### src/rtl/bram_arbiter_pkg.sv
// Shared types and constants for the two-requester BRAM arbiter.
// Optional alignment checking is enabled by defining BRAM_ARB_ALIGN_CHK_EN.
package bram_arbiter_pkg;

    localparam int DEF_ADDR_W = 32;
    localparam int DEF_DATA_W = 32;

    localparam logic [3:0] W_REQ_ALL  = 4'b1111;
    localparam logic [3:0] W_REQ_NONE = 4'b0000;

    typedef enum logic [1:0] {
        ST_IDLE = 2'd0,
        ST_OWN0 = 2'd1,
        ST_OWN1 = 2'd2
    } state_t;

endpackage

### src/rtl/bram_arb_mux.sv
// Combinational steering of the owning requester onto the BRAM pins.
// Address/data follow the grant; the access strobes follow the issue qualifier.
module bram_arb_mux
    import bram_arbiter_pkg::*;
#(
    parameter int ADDR_W = DEF_ADDR_W,
    parameter int DATA_W = DEF_DATA_W
) (
    input  logic              i_sel,
    input  logic              i_gnt,
    input  logic              i_issue,
    input  logic              i_we0,
    input  logic [ADDR_W-1:0] i_addr0,
    input  logic [DATA_W-1:0] i_wdata0,
    input  logic              i_we1,
    input  logic [ADDR_W-1:0] i_addr1,
    input  logic [DATA_W-1:0] i_wdata1,
    output logic              o_r_req,
    output logic [ADDR_W-1:0] o_addr,
    output logic [3:0]        o_w_req,
    output logic [DATA_W-1:0] o_w_data
);

    always_comb begin
        o_r_req  = 1'b0;
        o_addr   = '0;
        o_w_req  = W_REQ_NONE;
        o_w_data = '0;
        if (i_gnt) begin
            o_addr   = i_sel ? i_addr1  : i_addr0;
            o_w_data = i_sel ? i_wdata1 : i_wdata0;
        end
        if (i_issue) begin
            o_r_req = 1'b1;
            o_w_req = (i_sel ? i_we1 : i_we0) ? W_REQ_ALL : W_REQ_NONE;
        end
    end

endmodule

### src/rtl/bram_arbiter.sv
// Round-robin burst arbiter sharing one single-port BRAM between loader and compute.
// Define BRAM_ARB_ALIGN_CHK_EN to reject misaligned beats and report them on err0/err1.
module bram_arbiter
    import bram_arbiter_pkg::*;
#(
    parameter int ADDR_W    = DEF_ADDR_W,
    parameter int DATA_W    = DEF_DATA_W,
    parameter int MAX_BEATS = 16,
    parameter int CNT_W     = 5
) (
    input  logic              clk,
    input  logic              rst,
    input  logic              req0,
    input  logic              we0,
    input  logic [ADDR_W-1:0] addr0,
    input  logic [DATA_W-1:0] wdata0,
    output logic              gnt0,
    output logic              rvalid0,
    input  logic              req1,
    input  logic              we1,
    input  logic [ADDR_W-1:0] addr1,
    input  logic [DATA_W-1:0] wdata1,
    output logic              gnt1,
    output logic              rvalid1,
    output logic [DATA_W-1:0] rdata,
    output logic              R_req,
    output logic [ADDR_W-1:0] addr,
    output logic [3:0]        W_req,
    output logic [DATA_W-1:0] W_data,
    input  logic [DATA_W-1:0] R_data
`ifdef BRAM_ARB_ALIGN_CHK_EN
    ,
    output logic              err0,
    output logic              err1
`endif
);

    state_t            r_state;
    state_t            w_state_nxt;
    logic [CNT_W-1:0]  r_cnt;
    logic [CNT_W-1:0]  w_cnt_nxt;
    logic              r_rr;
    logic              w_rr_nxt;
    logic              r_rvalid0;
    logic              r_rvalid1;
    logic              w_sel;
    logic              w_gnt0;
    logic              w_gnt1;
    logic              w_gnt;
    logic              w_issue;
    logic              w_own_req;
    logic              w_oth_req;
    logic              w_last;
    logic              w_sel_we;

    assign w_sel     = (r_state == ST_OWN1);
    assign w_gnt0    = (r_state == ST_OWN0) && req0;
    assign w_gnt1    = (r_state == ST_OWN1) && req1;
    assign w_gnt     = w_gnt0 || w_gnt1;
    assign w_own_req = w_sel ? req1 : req0;
    assign w_oth_req = w_sel ? req0 : req1;
    assign w_sel_we  = w_sel ? we1 : we0;
    assign w_last    = w_gnt && (r_cnt == CNT_W'(MAX_BEATS - 1));

`ifdef BRAM_ARB_ALIGN_CHK_EN
    logic w_misal;
    logic r_err0;
    logic r_err1;

    // Misaligned beats are still granted and counted, but never reach the BRAM.
    assign w_misal = (w_sel ? addr1[1:0] : addr0[1:0]) != 2'b00;
    assign w_issue = w_gnt && !w_misal;
    assign err0    = r_err0;
    assign err1    = r_err1;

    always_ff @(posedge clk or negedge rst) begin
        if (!rst) begin
            r_err0 <= 1'b0;
            r_err1 <= 1'b0;
        end else begin
            r_err0 <= w_gnt0 && w_misal;
            r_err1 <= w_gnt1 && w_misal;
        end
    end
`else
    assign w_issue = w_gnt;
`endif

    assign gnt0    = w_gnt0;
    assign gnt1    = w_gnt1;
    assign rvalid0 = r_rvalid0;
    assign rvalid1 = r_rvalid1;
    assign rdata   = R_data;

    bram_arb_mux #(
        .ADDR_W (ADDR_W),
        .DATA_W (DATA_W)
    ) u_mux (
        .i_sel    (w_sel),
        .i_gnt    (w_gnt),
        .i_issue  (w_issue),
        .i_we0    (we0),
        .i_addr0  (addr0),
        .i_wdata0 (wdata0),
        .i_we1    (we1),
        .i_addr1  (addr1),
        .i_wdata1 (wdata1),
        .o_r_req  (R_req),
        .o_addr   (addr),
        .o_w_req  (W_req),
        .o_w_data (W_data)
    );

    always_ff @(posedge clk or negedge rst) begin
        if (!rst) begin
            r_state   <= ST_IDLE;
            r_cnt     <= '0;
            r_rr      <= 1'b1;
            r_rvalid0 <= 1'b0;
            r_rvalid1 <= 1'b0;
        end else begin
            r_state   <= w_state_nxt;
            r_cnt     <= w_cnt_nxt;
            r_rr      <= w_rr_nxt;
            r_rvalid0 <= w_issue && !w_sel && !w_sel_we;
            r_rvalid1 <= w_issue && w_sel && !w_sel_we;
        end
    end

    // r_rr holds the last owner, so on a tie the other requester wins.
    always_comb begin
        w_state_nxt = r_state;
        w_cnt_nxt   = r_cnt;
        w_rr_nxt    = r_rr;
        unique case (r_state)
            ST_IDLE: begin
                if (req0 && (!req1 || r_rr)) begin
                    w_state_nxt = ST_OWN0;
                    w_cnt_nxt   = '0;
                    w_rr_nxt    = 1'b0;
                end else if (req1) begin
                    w_state_nxt = ST_OWN1;
                    w_cnt_nxt   = '0;
                    w_rr_nxt    = 1'b1;
                end
            end
            ST_OWN0, ST_OWN1: begin
                if (w_gnt) begin
                    w_cnt_nxt = r_cnt + 1'b1;
                end
                if (!w_own_req || w_last) begin
                    if (w_oth_req) begin
                        w_state_nxt = w_sel ? ST_OWN0 : ST_OWN1;
                        w_cnt_nxt   = '0;
                        w_rr_nxt    = !w_sel;
                    end else if (w_own_req) begin
                        w_cnt_nxt = '0;
                    end else begin
                        w_state_nxt = ST_IDLE;
                    end
                end
            end
            default: begin
                w_state_nxt = ST_IDLE;
                w_cnt_nxt   = '0;
            end
        endcase
    end

endmodule

### config.mk
export PLATFORM = sky130hd
export DESIGN_NAME = bram_arbiter
export DESIGN_NICKNAME = d
export VERILOG_FILES = /design/src/rtl/bram_arbiter_pkg.sv /design/src/rtl/bram_arb_mux.sv /design/src/rtl/bram_arbiter.sv
export SDC_FILE = /design/constraint.sdc
export NUM_CORES = 1
export LEC_CHECK = 0
export ABC_AREA = 1
export CORE_AREA = 10 10 107 90
export DETAILED_ROUTE_END_ITERATION = 10
export DIE_AREA = 0 0 117 100
export PLACE_DENSITY = 0.89
export RECOVER_POWER = 50
export SETUP_SLACK_MARGIN = 0.15
export SYNTH_ARGS = -nofsm -noshare
export SYNTH_HDL_FRONTEND = slang
export SYNTH_SLANG_ARGS = --single-unit
### constraint.sdc
create_clock -name clk -period 4.1 [get_ports clk]
set_input_delay 0.82 -clock clk [delete_from_list [all_inputs] [get_ports clk]]
set_output_delay 0.82 -clock clk [all_outputs]
set_load 0.005 [all_outputs]
Word-level counts from Yosys, hierarchy flattened
Index checks and enable logic that the tools add are counted.
{"block": "totals", "regBits": 10, "word_cells": 62, "input_bits": 166}
{"block": "classes", "muxes": 29, "eq_ne": 7, "n_addsub": 1, "n_reduce_logical": 20}
{"op": "$mux 32", "n": 4}
{"op": "$mux 5", "n": 6}
{"op": "$mux 2", "n": 6}
{"op": "$pmux 5 s2", "n": 1}
{"op": "$logic_and 1x1->1", "n": 8}
{"op": "$mux 1", "n": 8}
{"op": "$mux 4", "n": 2}
{"op": "$ne 3x3->1 const B", "n": 2}
{"op": "$add 5x1->5 const B", "n": 1}
{"op": "$eq 5x4->1 const B", "n": 1}
{"op": "$logic_not 1->1", "n": 4}
{"op": "$ne 2x2->1 const B", "n": 2}
{"op": "$pmux 2 s2", "n": 1}
{"op": "$reduce_and 4->1", "n": 1}
{"op": "$logic_or 1x1->1", "n": 3}
{"op": "$reduce_and 3->1", "n": 1}
{"op": "$eq 2x1->1 const B", "n": 1}
{"op": "$eq 2x2->1 const B", "n": 1}
{"op": "$logic_not 2->1", "n": 1}
{"op": "$pmux 1 s2", "n": 1}
{"op": "$reduce_bool 2->1", "n": 1}
{"op": "$reduce_or 2->1", "n": 1}

Longest topological paths before layout
{"block": "depth", "word_depth": 8, "mapped_depth": 11, "depth_no_buf": 10}

Modules after synthesis
From an unflattened synthesis, not the netlist that was laid out.
{"block": "unflattened", "hier_cells": 478, "hier_area_um2": 2299.7}
{"mod": "bram_arb_mux", "instances": 1, "cells_per_inst": 350, "area_per_inst_um2": 1356.3}
{"mod": "bram_arbiter", "instances": 1, "cells_per_inst": 128, "area_per_inst_um2": 943.4}

Least setup slack after synthesis
Ideal clock, no wire load.
{"block": "synth_path", "path_kind": "input port to output port", "from": "input req1", "to": "output W_data[22]", "path_buffers": 1, "t_required_ns": 3.280, "slack_ns": 1.729, "arrival_time_ns": 1.551, "path_stages": 7, "cell_sequence": "nand2_2 > nand2_8 > inv_8 > nor2_8 > buf_4 > a22oi_2 > inv_2"}
{"block": "synth_via", "elab_chain_cells": 3}
{"element": "from (decl)", "line": "bram_arbiter.sv:19", "text": "input logic req1,"}
{"element": "$logic_and 1x1->1", "line": "bram_arbiter.sv:58", "text": "assign w_gnt1 = (r_state == ST_OWN1) && req1;"}
{"element": "$logic_or 1x1->1", "line": "bram_arbiter.sv:59", "text": "assign w_gnt = w_gnt0 || w_gnt1;"}
{"element": "$mux 32", "line": "bram_arb_mux.sv:29", "text": "if (i_gnt) begin"}
{"element": "to (decl)", "line": "bram_arbiter.sv:29", "text": "output logic [DATA_W-1:0] W_data,"}
No other way between the ends.

Worst setup path in the final report
{"block": "layout_path", "from": "input req0", "to": "output W_data[1]"}
{"block": "layout_via", "elab_chain_cells": 3}
{"element": "from (decl)", "line": "bram_arbiter.sv:13", "text": "input logic req0,"}
{"element": "$logic_and 1x1->1", "line": "bram_arbiter.sv:57", "text": "assign w_gnt0 = (r_state == ST_OWN0) && req0;"}
{"element": "$logic_or 1x1->1", "line": "bram_arbiter.sv:59"}
{"element": "$mux 32", "line": "bram_arb_mux.sv:29"}
No other way between the ends.

==> flow_summary_export.csv <==
group,metric,value,unit
placed_design,io_buffers,206,
sta,tns,0,ns
layout,area_delta_synth_final,95.85,%
logic_synthesis,yosysTopAreaCell,"a22oi_1",
setup_path,r2r_cells,8,
sta,period_share,0.9305,
sta,rsz0062_at_grt,"false",
hold_path,min_path_cells,2,
floorplan,rows,29,
sta,slew_violations,0,
logic_synthesis,synth_area_per_cell,7.108,sq um
run_status,status,"finished clean",
grt,grt_overflow,0,
clock_network,cts_hold_buffers,0,
sta,worst_slew_pin_slew,0.5219,ns
grt,grt_max_degree,43,
setup_path,worstPathRequired,3.28,ns
setup_path,critPathSlowestCell,"dlygate4sd3_1",
drt,drt_first_pass_iters,4,
drt,wl_per_cell,17.90,um
power,pwr-share-clk,0.069,
setup_path,rr_startpoint,"r_state[0]",
power,switching_share,0.4153,
setup_path,crit_type,"input port to output port",
setup_path,reg2reg_slack,1.98,ns
placed_design,gp_congestion,0.8927,
logic_synthesis,synth_edf_count,0,
logic_synthesis,synth-main-ff-cell,"dfrtp_1",
layout,diodes,0,
logic_synthesis,synth_warnings,0,
power,leakage,1.939,nW
logic_synthesis,synthesis.nets,448,
logic_synthesis,synth_seq_cells,10,
flow_run,cap_violations,0,
clock_network,cts_tree,"built",
setup_path,crit_start,"req0",
drt,drtAntennaViolNets,0,
clock_network,clk_path_buf_depth,2,
logic_synthesis,synth.lib_cells_used.distinct,25,
sta,worst_slack,0.2850,ns
logic_synthesis,synth.yosys.seq_area_share,0.1282,
floorplan,die_x,117,um
setup_path,critPathCaptureType,"output port",
drt,drt_wl_total,9557,um
logic_synthesis,synthArstFlopShare,1.000,
power,netSwitchingPower,638.1,uW
logic_synthesis,syn_inst,276,
sta,finalSetupViolCount,0,
sta,slew-limit-headroom,0.6520,
setup_path,worstPathCellList,"dlygate4sd3_1 -> nand2_4 -> nand2_8 -> inv_8 -> nor2_8 -> buf_4 -> a22oi_1 -> inv_1 -> clkdlybuf4s50_1",
setup_path,cp.arrival,3.00,ns
drt,vias,2406,
placed_design,place_ws,0.3581,ns
floorplan,die_y,100,um
sta,finClkSkew,0.002824,ns
hold_path,hp-class,"flip-flop to flip-flop",
grt,grt_pass1_wl,13720,um
setup_path,cpPeakStageDelay,0.70,ns
clock_network,cts_sinks,10,
clock_network,post_cts_buffers,0,
drt,first_iter_violations,104,
floorplan,initial_core_util,0.2575,
logic_synthesis,synth_area_leaders,"a22oi_1 (17%), buf_4 (16%), inv_1 (15%)",
grt,grt_antenna_before_repair,0,
sta,timing.fmax,0.2621,GHz
floorplan,die_area,11700,sq um
hold_path,hp-start,"r_rr",
logic_synthesis,synth_top_cell_area_share,0.1684,
setup_path,regToRegEndpoint,"r_cnt[3]",
grt,grt_pass1_vias,2385,
clock_network,cts_max_level,1,
layout,drive_above_1_share,0.07710,
power,powerDensity,399.9,nW/um^2
clock_network,cts_resized,0,
clock_network,numCtsBuffers,3,
power,p_seq_frac,0.099,
drt,drc,0,
sta,fin_crit,3.815,ns
clock_network,clkTransAtPathRegs,0.04,ns
clock_network,clockRootBuffer,"clkbuf_8",
power,power.internal,898.5,uW
clock_network,clock_latency,0.24,ns
layout,nets,614,
sta,hold_viol_final,0,
power,ir_drop,0.2464,mV
power,combPwrFrac,0.831,
setup_path,worstPathMaxFanout,22,
floorplan,io_pins,271,
hold_path,hold_end,"r_rr",
floorplan,core-area,7620,sq um
setup_path,start_kind,"input port",
placed_design,hpwlAfterDp,8435,um
drt,vias_per_cell,4.506,
logic_synthesis,syn_area,1962,sq um
grt,grt_use_total,0.1471,
## synth_stat cells, types with 5 or more instances
library cell  number
a21oi_1            6
o21ai_0            5
nand3_1            9
a22oi_1           44
inv_1             78
nor2_1            12
dfrtp_1            9
ha_1               6
buf_6              7
buf_4             41
nand2_1           24
a22oi_2           20
## worst max-delay path, delay by kind of cell
family,cells,cell delay [ns]
compound gates,1,0.15
buf+inv,5,1.66
simple gates,3,0.34
## sequential cells by signal, summed over array words and instances, names as in the netlist
register / count
r_state: 2
rvalid0: 1
r_cnt: 5
r_rr: 1
rvalid1: 1
## cells by family (layout without fill, tap and decap cells)
logic type      Yosys count  in the layout  synth area share
compound gates           75             75            0.3240
simple gates             55             55            0.1492
buf+inv                 129            294            0.3559
xor+xnor                  1              1          0.004465
flops                    10             10            0.1282
fa+ha+maj                 6              6           0.03826
## placed cells by master, fill, tap and decap left out, types with 2 or more instances in the layout
master,synthesis,final
buf_12,0,2
nor3_1,2,2
clkdlybuf4s50_1,0,196
buf_4,41,2
a22oi_1,44,44
o21ai_0,5,5
nor2_8,2,2
a21oi_1,6,6
ha_1,6,6
dlygate4sd3_1,0,10
a22oi_2,20,20
nand3_1,9,9
nor2_1,12,12
dfrtp_1,9,9
nand2_1,24,25
clkbuf_8,0,3
inv_1,78,78
## area by class of cell
type | count | area (sq um)
multi-input combinational | 137 | 1005
inverter | 80 | 307.8
fill | 711 | 3777
timing repair buffer | 210 | 2117
tap | 93 | 116.4
clock buffer | 4 | 45.04
sequential | 10 | 251.5
## per-stage QoR
| stage | instances | hold WS, ns | utilization | total power, mW | instance area [sq um] |
|---|---|---|---|---|---|
| 2_1_floorplan | 276 | 0.4465 | - | 0.8575 | 1962 |
| 3_3_place_gp | 530 | 0.4540 | 0.4993 | 1.422 | 3805 |
| 3_5_place_dp | 530 | 0.4633 | 0.4993 | 1.458 | 3805 |
| 4_1_cts | 534 | 0.4702 | 0.5053 | 1.573 | 3850 |
| 5_1_grt | 534 | 0.4996 | 0.5043 | 1.679 | 3842 |
| 6_report | 534 | 0.4700 | 0.5043 | 1.537 | 3842 |
## metal layers
layer,GRT usage,wire length (um)
met5,0,0
met4,0.02846,157
met3,0.05963,1034
met2,0.2704,5052
met1,0.1540,3312
## how the worst max path moves through the flow
stage,endpoint,depth (start not counted)
floorplan,W_data[22],7
global placement,W_data[6],9
detailed placement,W_data[1],9
CTS,W_data[1],9
global route,W_data[6],9
finish,W_data[1],9
## power by group through the flow
stage | sequential [mW] | clock [mW] | combinational [mW]
finish | 0.153 | 0.107 | 1.28
CTS | 0.153 | 0.111 | 1.31
global placement | 0.152 | 0 | 1.27
detailed placement | 0.155 | 0 | 1.30
floorplan | 0.150 | 0 | 0.708
global route | 0.157 | 0.116 | 1.41
Note: power is estimated with default switching activity, not from simulation.
